<file path="config.mk">
export PLATFORM = sky130hd
export DESIGN_NAME = vga_timing
export DESIGN_NICKNAME = d
export VERILOG_FILES = /design/src/rtl/vga_pkg.sv /design/src/rtl/delay_line.sv /design/src/rtl/vga_timing.sv
export SDC_FILE = /design/constraint.sdc
export NUM_CORES = 1
export LEC_CHECK = 0
export CAP_MARGIN = 10
export CORE_MARGIN = 1.5
export CORE_UTILIZATION = 40
export CTS_CLUSTER_DIAMETER = 50
export CTS_CLUSTER_SIZE = 25
export DETAILED_ROUTE_END_ITERATION = 8
export PLACE_DENSITY_LB_ADDON = 0.1
export SLEW_MARGIN = 40
export SYNTH_ARGS = -nofsm -noshare
export SYNTH_HDL_FRONTEND = slang
export SYNTH_SLANG_ARGS = --single-unit
</file>
<file path="constraint.sdc">
create_clock -name clk -period 2.5 [get_ports clk]
set_input_delay 0.375 -clock clk [delete_from_list [all_inputs] [get_ports clk]]
set_output_delay 0.375 -clock clk [all_outputs]
set_load 0.01 [all_outputs]
</file>
<file path="src/rtl/vga_pkg.sv">
// Shared timing defaults, colour type and palette for the VGA display pipeline.
// The renderers import the same palette so the colours on screen stay consistent.
package vga_pkg;

    localparam int unsigned VGA_H_ACTIVE = 640;
    localparam int unsigned VGA_H_FP     = 16;
    localparam int unsigned VGA_H_SYNC   = 96;
    localparam int unsigned VGA_H_BP     = 48;
    localparam int unsigned VGA_V_ACTIVE = 480;
    localparam int unsigned VGA_V_FP     = 10;
    localparam int unsigned VGA_V_SYNC   = 2;
    localparam int unsigned VGA_V_BP     = 33;

    localparam int unsigned VGA_H_TOTAL = VGA_H_ACTIVE + VGA_H_FP + VGA_H_SYNC + VGA_H_BP;
    localparam int unsigned VGA_V_TOTAL = VGA_V_ACTIVE + VGA_V_FP + VGA_V_SYNC + VGA_V_BP;

    // {R[1:0], G[1:0], B[1:0]}
    typedef logic [5:0] color_t;

    localparam color_t COLOR_BLACK  = 6'b00_00_00;
    localparam color_t COLOR_BLUE   = 6'b00_00_11;
    localparam color_t COLOR_GREEN  = 6'b00_11_00;
    localparam color_t COLOR_RED    = 6'b11_00_00;
    localparam color_t COLOR_YELLOW = 6'b11_11_00;
    localparam color_t COLOR_WHITE  = 6'b11_11_11;

endpackage

</file>
<file path="src/rtl/delay_line.sv">
// Fixed-depth shift register with asynchronous clear; DEPTH of 0 is a straight wire.
module delay_line #(
    parameter int unsigned WIDTH = 1,
    parameter int unsigned DEPTH = 1
) (
    input  logic             clk,
    input  logic             reset_n,
    input  logic [WIDTH-1:0] din,
    output logic [WIDTH-1:0] dout
);

    if (DEPTH == 0) begin : g_bypass
        logic unused_clk_rst;
        assign unused_clk_rst = clk ^ reset_n;
        assign dout = din;
    end else begin : g_shift
        logic [WIDTH-1:0] stage_q [DEPTH];

        always_ff @(posedge clk or negedge reset_n) begin
            if (!reset_n) begin
                for (int i = 0; i < int'(DEPTH); i++) begin
                    stage_q[i] <= '0;
                end
            end else begin
                stage_q[0] <= din;
                for (int i = 1; i < int'(DEPTH); i++) begin
                    stage_q[i] <= stage_q[i-1];
                end
            end
        end

        assign dout = stage_q[DEPTH-1];
    end

endmodule

</file>
<file path="src/rtl/vga_timing.sv">
// 640x480@60 raster generator: pixel counters for the renderers, then sync/blank
// re-aligned to the renderer pipeline latency and registered onto the DAC pins.
module vga_timing
    import vga_pkg::*;
#(
    parameter int unsigned H_ACTIVE = VGA_H_ACTIVE,
    parameter int unsigned H_FP     = VGA_H_FP,
    parameter int unsigned H_SYNC   = VGA_H_SYNC,
    parameter int unsigned H_BP     = VGA_H_BP,
    parameter int unsigned V_ACTIVE = VGA_V_ACTIVE,
    parameter int unsigned V_FP     = VGA_V_FP,
    parameter int unsigned V_SYNC   = VGA_V_SYNC,
    parameter int unsigned V_BP     = VGA_V_BP,
    parameter logic        SYNC_POL = 1'b0,
    parameter int unsigned LATENCY  = 2
) (
    input  logic       clk,
    input  logic       reset_n,
    input  logic [5:0] color_px,
    output logic [9:0] x_px,
    output logic [9:0] y_px,
    output logic       active,
    output logic       frame_start,
    output logic       hsync,
    output logic       vsync,
    output logic [5:0] rgb
);

    localparam int unsigned H_TOTAL  = H_ACTIVE + H_FP + H_SYNC + H_BP;
    localparam int unsigned V_TOTAL  = V_ACTIVE + V_FP + V_SYNC + V_BP;
    localparam int unsigned HS_START = H_ACTIVE + H_FP;
    localparam int unsigned HS_END   = HS_START + H_SYNC;
    localparam int unsigned VS_START = V_ACTIVE + V_FP;
    localparam int unsigned VS_END   = VS_START + V_SYNC;

    logic [9:0] x_q, x_d;
    logic [9:0] y_q, y_d;
    logic       started_q;
    logic       hs_raw, vs_raw;
    logic [2:0] flags_raw, flags_dly;
    logic       hsync_q, vsync_q;
    color_t     rgb_q;

    always_comb begin
        x_d = x_q + 10'd1;
        y_d = y_q;
        if (x_q == 10'(H_TOTAL - 1)) begin
            x_d = '0;
            y_d = (y_q == 10'(V_TOTAL - 1)) ? '0 : y_q + 10'd1;
        end
    end

    // started_q suppresses the frame_start pulse for the (0,0) position held during reset
    always_ff @(posedge clk or negedge reset_n) begin
        if (!reset_n) begin
            x_q       <= '0;
            y_q       <= '0;
            started_q <= 1'b0;
        end else begin
            x_q       <= x_d;
            y_q       <= y_d;
            started_q <= 1'b1;
        end
    end

    assign active = (x_q < 10'(H_ACTIVE)) && (y_q < 10'(V_ACTIVE));
    assign hs_raw = (x_q >= 10'(HS_START)) && (x_q < 10'(HS_END));
    assign vs_raw = (y_q >= 10'(VS_START)) && (y_q < 10'(VS_END));

    assign x_px        = x_q;
    assign y_px        = y_q;
    assign frame_start = (x_q == '0) && (y_q == '0) && started_q;

    assign flags_raw = {hs_raw, vs_raw, active};

    delay_line #(
        .WIDTH(3),
        .DEPTH(LATENCY)
    ) u_delay (
        .clk    (clk),
        .reset_n(reset_n),
        .din    (flags_raw),
        .dout   (flags_dly)
    );

    always_ff @(posedge clk or negedge reset_n) begin
        if (!reset_n) begin
            hsync_q <= ~SYNC_POL;
            vsync_q <= ~SYNC_POL;
            rgb_q   <= COLOR_BLACK;
        end else begin
            hsync_q <= flags_dly[2] ? SYNC_POL : ~SYNC_POL;
            vsync_q <= flags_dly[1] ? SYNC_POL : ~SYNC_POL;
            rgb_q   <= flags_dly[0] ? color_t'(color_px) : COLOR_BLACK;
        end
    end

    assign hsync = hsync_q;
    assign vsync = vsync_q;
    assign rgb   = rgb_q;

endmodule

</file>
==> flow_metrics.py, run 1 <==
metrics = {
    "run_status": {
        "outcome": "completed",
    },
    "floorplan": {
        "die_x_um": 65.4,
        "rows": 22,
        "initial_core_util": 0.422,
        "dieArea_um2": 4270,
        "die_y_um": 65.4,
        "ios": 38,
        "coreArea_um2": 3690,
    },
    "setup_path": {
        "worstSetupPathType": "flip-flop to output port",
        "start_kind": "flip-flop",
        "reg2reg_slack_ns": 0.68,
        "cp.arrival_ns": 1.87,
        "cp-end-kind": "output port",
        "cp.required_ns": 2.12,
        "critPathMaxFanout": 6,
    },
    "detailed_routing": {
        "drc": 0,
        "postRouteWirelength_mm": 3.26,
        "detail_route.vias_per_cell": 5.20,
        "wl_per_cell_um": 13.9,
        "dr.pass1.iters": 4,
        "num_vias": 1223,
        "ant_nets": 0,
        "drt_first_iter_violations": 48,
    },
    "sta": {
        "rsz0062_at_grt": "no",
        "clock_skew_ns": 0.00555,
        "period_share": 0.900,
        "finalMaxSlewViolations": 0,
        "layout_min_cycle_time_ns": 2.25,
        "setup_tns_ns": 0,
        "timing.fmax_ghz": 0.444,
        "setup_viol": 0,
        "hold_violations": 0,
    },
    "power_and_ir_drop": {
        "design_power_total_mw": 1.13,
        "pwr-share-comb": 0.034,
        "clockPowerShare": 0.459,
        "peakVddDrop_uv": 330,
        "p_per_area_nw_per_um2": 538,
        "power_leakage_nw": 0.895,
        "sequentialPowerShare": 0.508,
        "p_int_mw": 0.915,
        "p_sw_frac": 0.190,
        "switchingPower_mw": 0.214,
    },
    "place": {
        "gp_routability_congestion": 0.966,
        "io_buffers": 37,
        "dpl.hpwl_mm": 2.27,
    },
    "yosys": {
        "synthFlopType": "dfrtp_1",
        "synth_nets": 157,
        "synthArstFlopShare": 1.00,
        "ys_ff_latch": 35,
        "yosysTopAreaCellShare": 0.531,
        "netlist_top_cells_count": "dfrtp_1 (33), nand3_1 (13), nand2_1 (9), nor2_1 (9)",
        "synth-edff-count": 0,
        "syn_area_per_cell_um2": 10.7,
        "yosys_warnings": 0,
        "ys_seq_area_frac": 0.565,
        "netlist_instances": 145,
        "synthTopCellsByArea": "dfrtp_1 (53%), nand3_1 (4.2%), dfstp_2 (3.4%), ha_1 (3.2%), and2_1 (2.8%)",
        "synth_top_area_cell": "dfrtp_1",
        "synthesis.area_um2": 1560,
        "synth_most_common_cell": "dfrtp_1",
        "synth_cell_types": 35,
    },
    "grt": {
        "grt_overflow": 0,
        "grt_pass1_vias": 1131,
        "grtUsageTotal": 0.174,
        "antenna_found_initial": 0,
        "grt_max_degree": 36,
        "grt_pass1_wl_mm": 5.53,
    },
    "finish": {
        "finalNetCount": 198,
        "drive_above_1_share": 0.0963,
        "diodes": 0,
        "area_delta_synth_final_pct": 35.1,
    },
    "clock_tree": {
        "cts_tree": "yes",
        "insertion_delay_ns": 0.28,
        "cts_buffers": 5,
        "cts.htree.levels": 2,
        "hold_buffers": 0,
        "clk_path_buf_depth": 2,
        "cts.sinks": 35,
        "root_buffer": "clkbuf_8",
        "clkTransAtPathRegs_ns": 0.07,
    },
    "job": {
        "maxCapViolations": 0,
    },
    "worst_hold_path": {
        "hold_path_class": "flip-flop to flip-flop",
    },
}
-- cell type report --
type                    count  area, um2
fillers                   323       1590
flip-flops and latches     35        878
multi-input cells          98        631
repair buffers             39        388
clock buffers               6       82.6
well taps                  48       60.1
clock inverters             2       35.0
inverters                   7       26.3
-- power by group through the flow --
| stage | clock network [mW] | registers, mW | logic [mW] |
|---|---|---|---|
| final | 0.518 | 0.574 | 0.0381 |
| after global routing | 0.566 | 0.573 | 0.0426 |
| after CTS | 0.535 | 0.573 | 0.0396 |
| after detailed placement | 0 | 0.584 | 0.0393 |
| after global placement | 0 | 0.584 | 0.0388 |
| after floorplan | 0 | 0.587 | 0.00339 |
-- critical path, stage by stage (launching register included) --
cell             delay [ns]
dfrtp_1                0.46
and4_1                 0.28
nor3_1                 0.25
clkdlybuf4s50_1        0.60
-- cell families after synthesis --
group | synth area share
adder cells (fa/ha/maj) | 0.0322
XOR/XNOR | 0.0507
AO/OA/AOI/OAI | 0.0587
other | 0.00241
buffers and inverters | 0.0378
AND/OR/NAND/NOR | 0.241
multiplexers | 0.0129
flip-flops | 0.565
-- state kept, by name, indices dropped and copies added (netlist names) --
| name | flops |
|---|---|
| vsync | 1 |
| u_delay.g_shift.stage_q | 3 |
| hsync | 1 |
| u_delay.dout | 3 |
| started_q | 1 |
| y_px | 10 |
| x_px | 10 |
| rgb | 6 |
-- placed cells by master (no fill, tap or decap), types with 4 or more instances in the layout --
master            n
a21oi_1           4
and2_1            7
clkbuf_8          6
clkdlybuf4s50_1  36
dfrtp_1          33
ha_1              4
inv_1             7
nand2_1           9
nand3_1          13
nand4_1           7
nor2_1            9
nor3_1            6
o21ai_0           6
xnor2_1           5
xor2_1            4
-- timing repair --
| action | CTS | global route |
|---|---|---|
| gates resized for setup | 2 | 1 |
| buffers inserted | 0 | 0 |
| endpoints found under the setup margin | 1 | 1 |
-- path summary, 6_finish.rpt --
check,from,end,depth (start not counted)
min reg2reg,u_delay.dout[2]$_DFF_PN0_,hsync$_DFF_PN1_,1
max,y_px[5]$_DFFE_PN0N_,active,3
max reg2reg,x_px[0]$_DFF_PN0_,y_px[8]$_DFFE_PN0N_,5
min in group asynchronous,reset_n,x_px[4]$_DFF_PN0_,2
min,u_delay.dout[2]$_DFF_PN0_,hsync$_DFF_PN1_,1
max in group asynchronous,reset_n,vsync$_DFF_PN1_,2
-- per-layer routing --
layer / up-vias / part of all wire / track usage
li1: 583 / - / -
met1: 588 / 0.46 / 0.233
met2: 40 / 0.45 / 0.260
met3: 12 / 0.068 / 0.0582
met4: 0 / 0.016 / 0.0703
met5: - / 0 / 0
-- metrics by stage --
| step | instance area (um2) | hold WS [ns] | util | cells | setup slack, ns |
|---|---|---|---|---|---|
| 2_1_floorplan | 1560 | 0.0794 | - | 145 | 0.667 |
| 6_report | 2100 | 0.351 | 0.570 | 235 | 0.250 |
| 5_1_grt | 2100 | 0.358 | 0.570 | 235 | 0.0624 |
| 3_3_place_gp | 1970 | 0.333 | 0.534 | 227 | 0.356 |
| 3_5_place_dp | 1970 | 0.336 | 0.534 | 227 | 0.294 |
| 4_1_cts | 2100 | 0.352 | 0.569 | 235 | 0.0601 |
(Power assumes the default switching activity.)
==> inputs of run 2 (changes only) <==
--- a/config.mk
+++ b/config.mk
@@ -7,10 +7,11 @@
 export LEC_CHECK = 0
 export CAP_MARGIN = 10
 export CORE_MARGIN = 1.5
-export CORE_UTILIZATION = 40
+export CORE_UTILIZATION = 45
 export CTS_CLUSTER_DIAMETER = 50
 export CTS_CLUSTER_SIZE = 25
 export DETAILED_ROUTE_END_ITERATION = 8
+export MAX_ROUTING_LAYER = met4
 export PLACE_DENSITY_LB_ADDON = 0.1
 export SLEW_MARGIN = 40
 export SYNTH_ARGS = -nofsm -noshare
==> flow_metrics.py, run 2 (synthesis results as in run 1) <==
metrics = {
    "run_status": {
        "outcome": "completed",
    },
    "setup_path": {
        "cp_top_family": "buffers and inverters",
        "cp-end-kind": "output port",
        "timing.critical_path.from": "y_px[5]$_DFFE_PN0N_",
        "critPathMaxFanout": 6,
        "cp_slowest_stage_delay_ns": 0.56,
        "slowest_stage": "clkdlybuf4s50_1",
        "worstSetupPathType": "flip-flop to output port",
        "reg2reg_from": "x_px[0]$_DFF_PN0_",
        "start_kind": "flip-flop",
        "worstPathCellList": "and4_1, nor3_2, clkdlybuf4s50_1",
        "path_buf_inv": 1,
        "cp.required_ns": 2.12,
        "cp.arrival_ns": 1.87,
    },
    "clock_tree": {
        "insertion_delay_ns": 0.34,
        "cts_tree": "yes",
        "root_buffer": "clkbuf_4",
        "clk_path_buf_depth": 2,
        "hold_buffers": 0,
        "cts.htree.levels": 2,
        "cts.sinks": 35,
        "postCtsSetupRepairBufs": 0,
        "cts_buffers": 5,
        "post_cts_resized": 2,
        "clkTransAtPathRegs_ns": 0.12,
    },
    "grt": {
        "grt_pass1_wl_mm": 5.48,
        "grt_overflow": 0,
        "grt_pass1_vias": 1172,
        "grtUsageTotal": 0.207,
        "grt_max_degree": 36,
        "antenna_found_initial": 0,
    },
    "detailed_routing": {
        "drt_first_iter_violations": 25,
        "drc": 0,
        "ant_nets": 0,
        "dr.pass1.iters": 4,
        "detail_route.vias_per_cell": 5.23,
        "wl_per_cell_um": 14.0,
        "num_vias": 1224,
        "postRouteWirelength_mm": 3.28,
    },
    "finish": {
        "area_delta_synth_final_pct": 30.9,
        "diodes": 0,
        "nFillCells": 308,
        "finalNetCount": 199,
        "utilization": 0.610,
        "final_common_cell": "clkdlybuf4s50_1",
        "layout_common_cells": "clkdlybuf4s50_1 (36), dfrtp_1 (33), nand3_1 (13)",
        "drive_above_1_share": 0.101,
    },
    "floorplan": {
        "rows": 21,
        "die_x_um": 61.8,
        "ios": 38,
        "die_y_um": 61.8,
        "dieArea_um2": 3820,
        "initial_core_util": 0.466,
        "coreArea_um2": 3340,
    },
    "job": {
        "maxCapViolations": 0,
    },
    "sta": {
        "setup_tns_ns": 0,
        "clock_skew_ns": 0.0131,
        "layout_min_cycle_time_ns": 2.25,
        "rsz0062_at_grt": "no",
        "period_share": 0.899,
        "finalMaxSlewViolations": 0,
        "setup_viol": 0,
        "whs_ns": 0.354,
        "timing.fmax_ghz": 0.445,
        "hold_violations": 0,
    },
    "power_and_ir_drop": {
        "design_power_total_mw": 0.906,
        "p_per_area_nw_per_um2": 445,
        "power_leakage_nw": 0.861,
        "peakVddDrop_uv": 292,
    },
    "place": {
        "gp_routability_congestion": 0.859,
        "dpl.hpwl_mm": 2.33,
        "io_buffers": 37,
    },
    "worst_hold_path": {
        "hold_path_class": "flip-flop to flip-flop",
        "hold_path_startpoint": "u_delay.dout[2]$_DFF_PN0_",
    },
}
## run 2: metal layers
metal,up-vias,routed length [um],track usage
li1,591,-,-
met5,-,0,-
met3,2,170,0.0559
met2,37,1500,0.299
met4,0,25,0.0638
met1,594,1580,0.285
## run 2: stage by stage
stage,setup WS [ns],instances,cell area [um2]
finish,0.251,234,2040
global route,0.0750,234,2040
CTS,0.113,234,2030
detailed placement,0.308,226,1970
global placement,0.358,226,1970
floorplan,0.667,145,1560
## run 2: worst paths after layout
check	slack, ns	cells after the start	endpoint
setup / recovery	0.25	3	active
hold / removal	0.35	1	hsync$_DFF_PN1_
setup reg to reg	0.66	5	y_px[8]$_DFFE_PN0N_
hold reg to reg	0.35	1	hsync$_DFF_PN1_
max in group asynchronous	1.72	2	vsync$_DFF_PN1_
min in group asynchronous	0.43	2	y_px[9]$_DFFE_PN0N_
## run 2: layout make-up
cell class,count,area [um2],area share
clock buffers,5,37.5,0.0184
clock inverters,3,15.0,0.00738
inverters,7,26.3,0.0129
multi-input cells,98,629,0.309
flip-flops and latches,35,878,0.431
well taps,46,57.6,0.0283
repair buffers,40,392,0.192
## run 2: power breakdown
group | total [mW] | leakage, nW | internal [mW] | switching, mW
combinational | 0.0381 | 0.385 | 0.0211 | 0.0170
clock | 0.295 | 0.0347 | 0.105 | 0.190
sequential | 0.573 | 0.441 | 0.572 | 0.00130
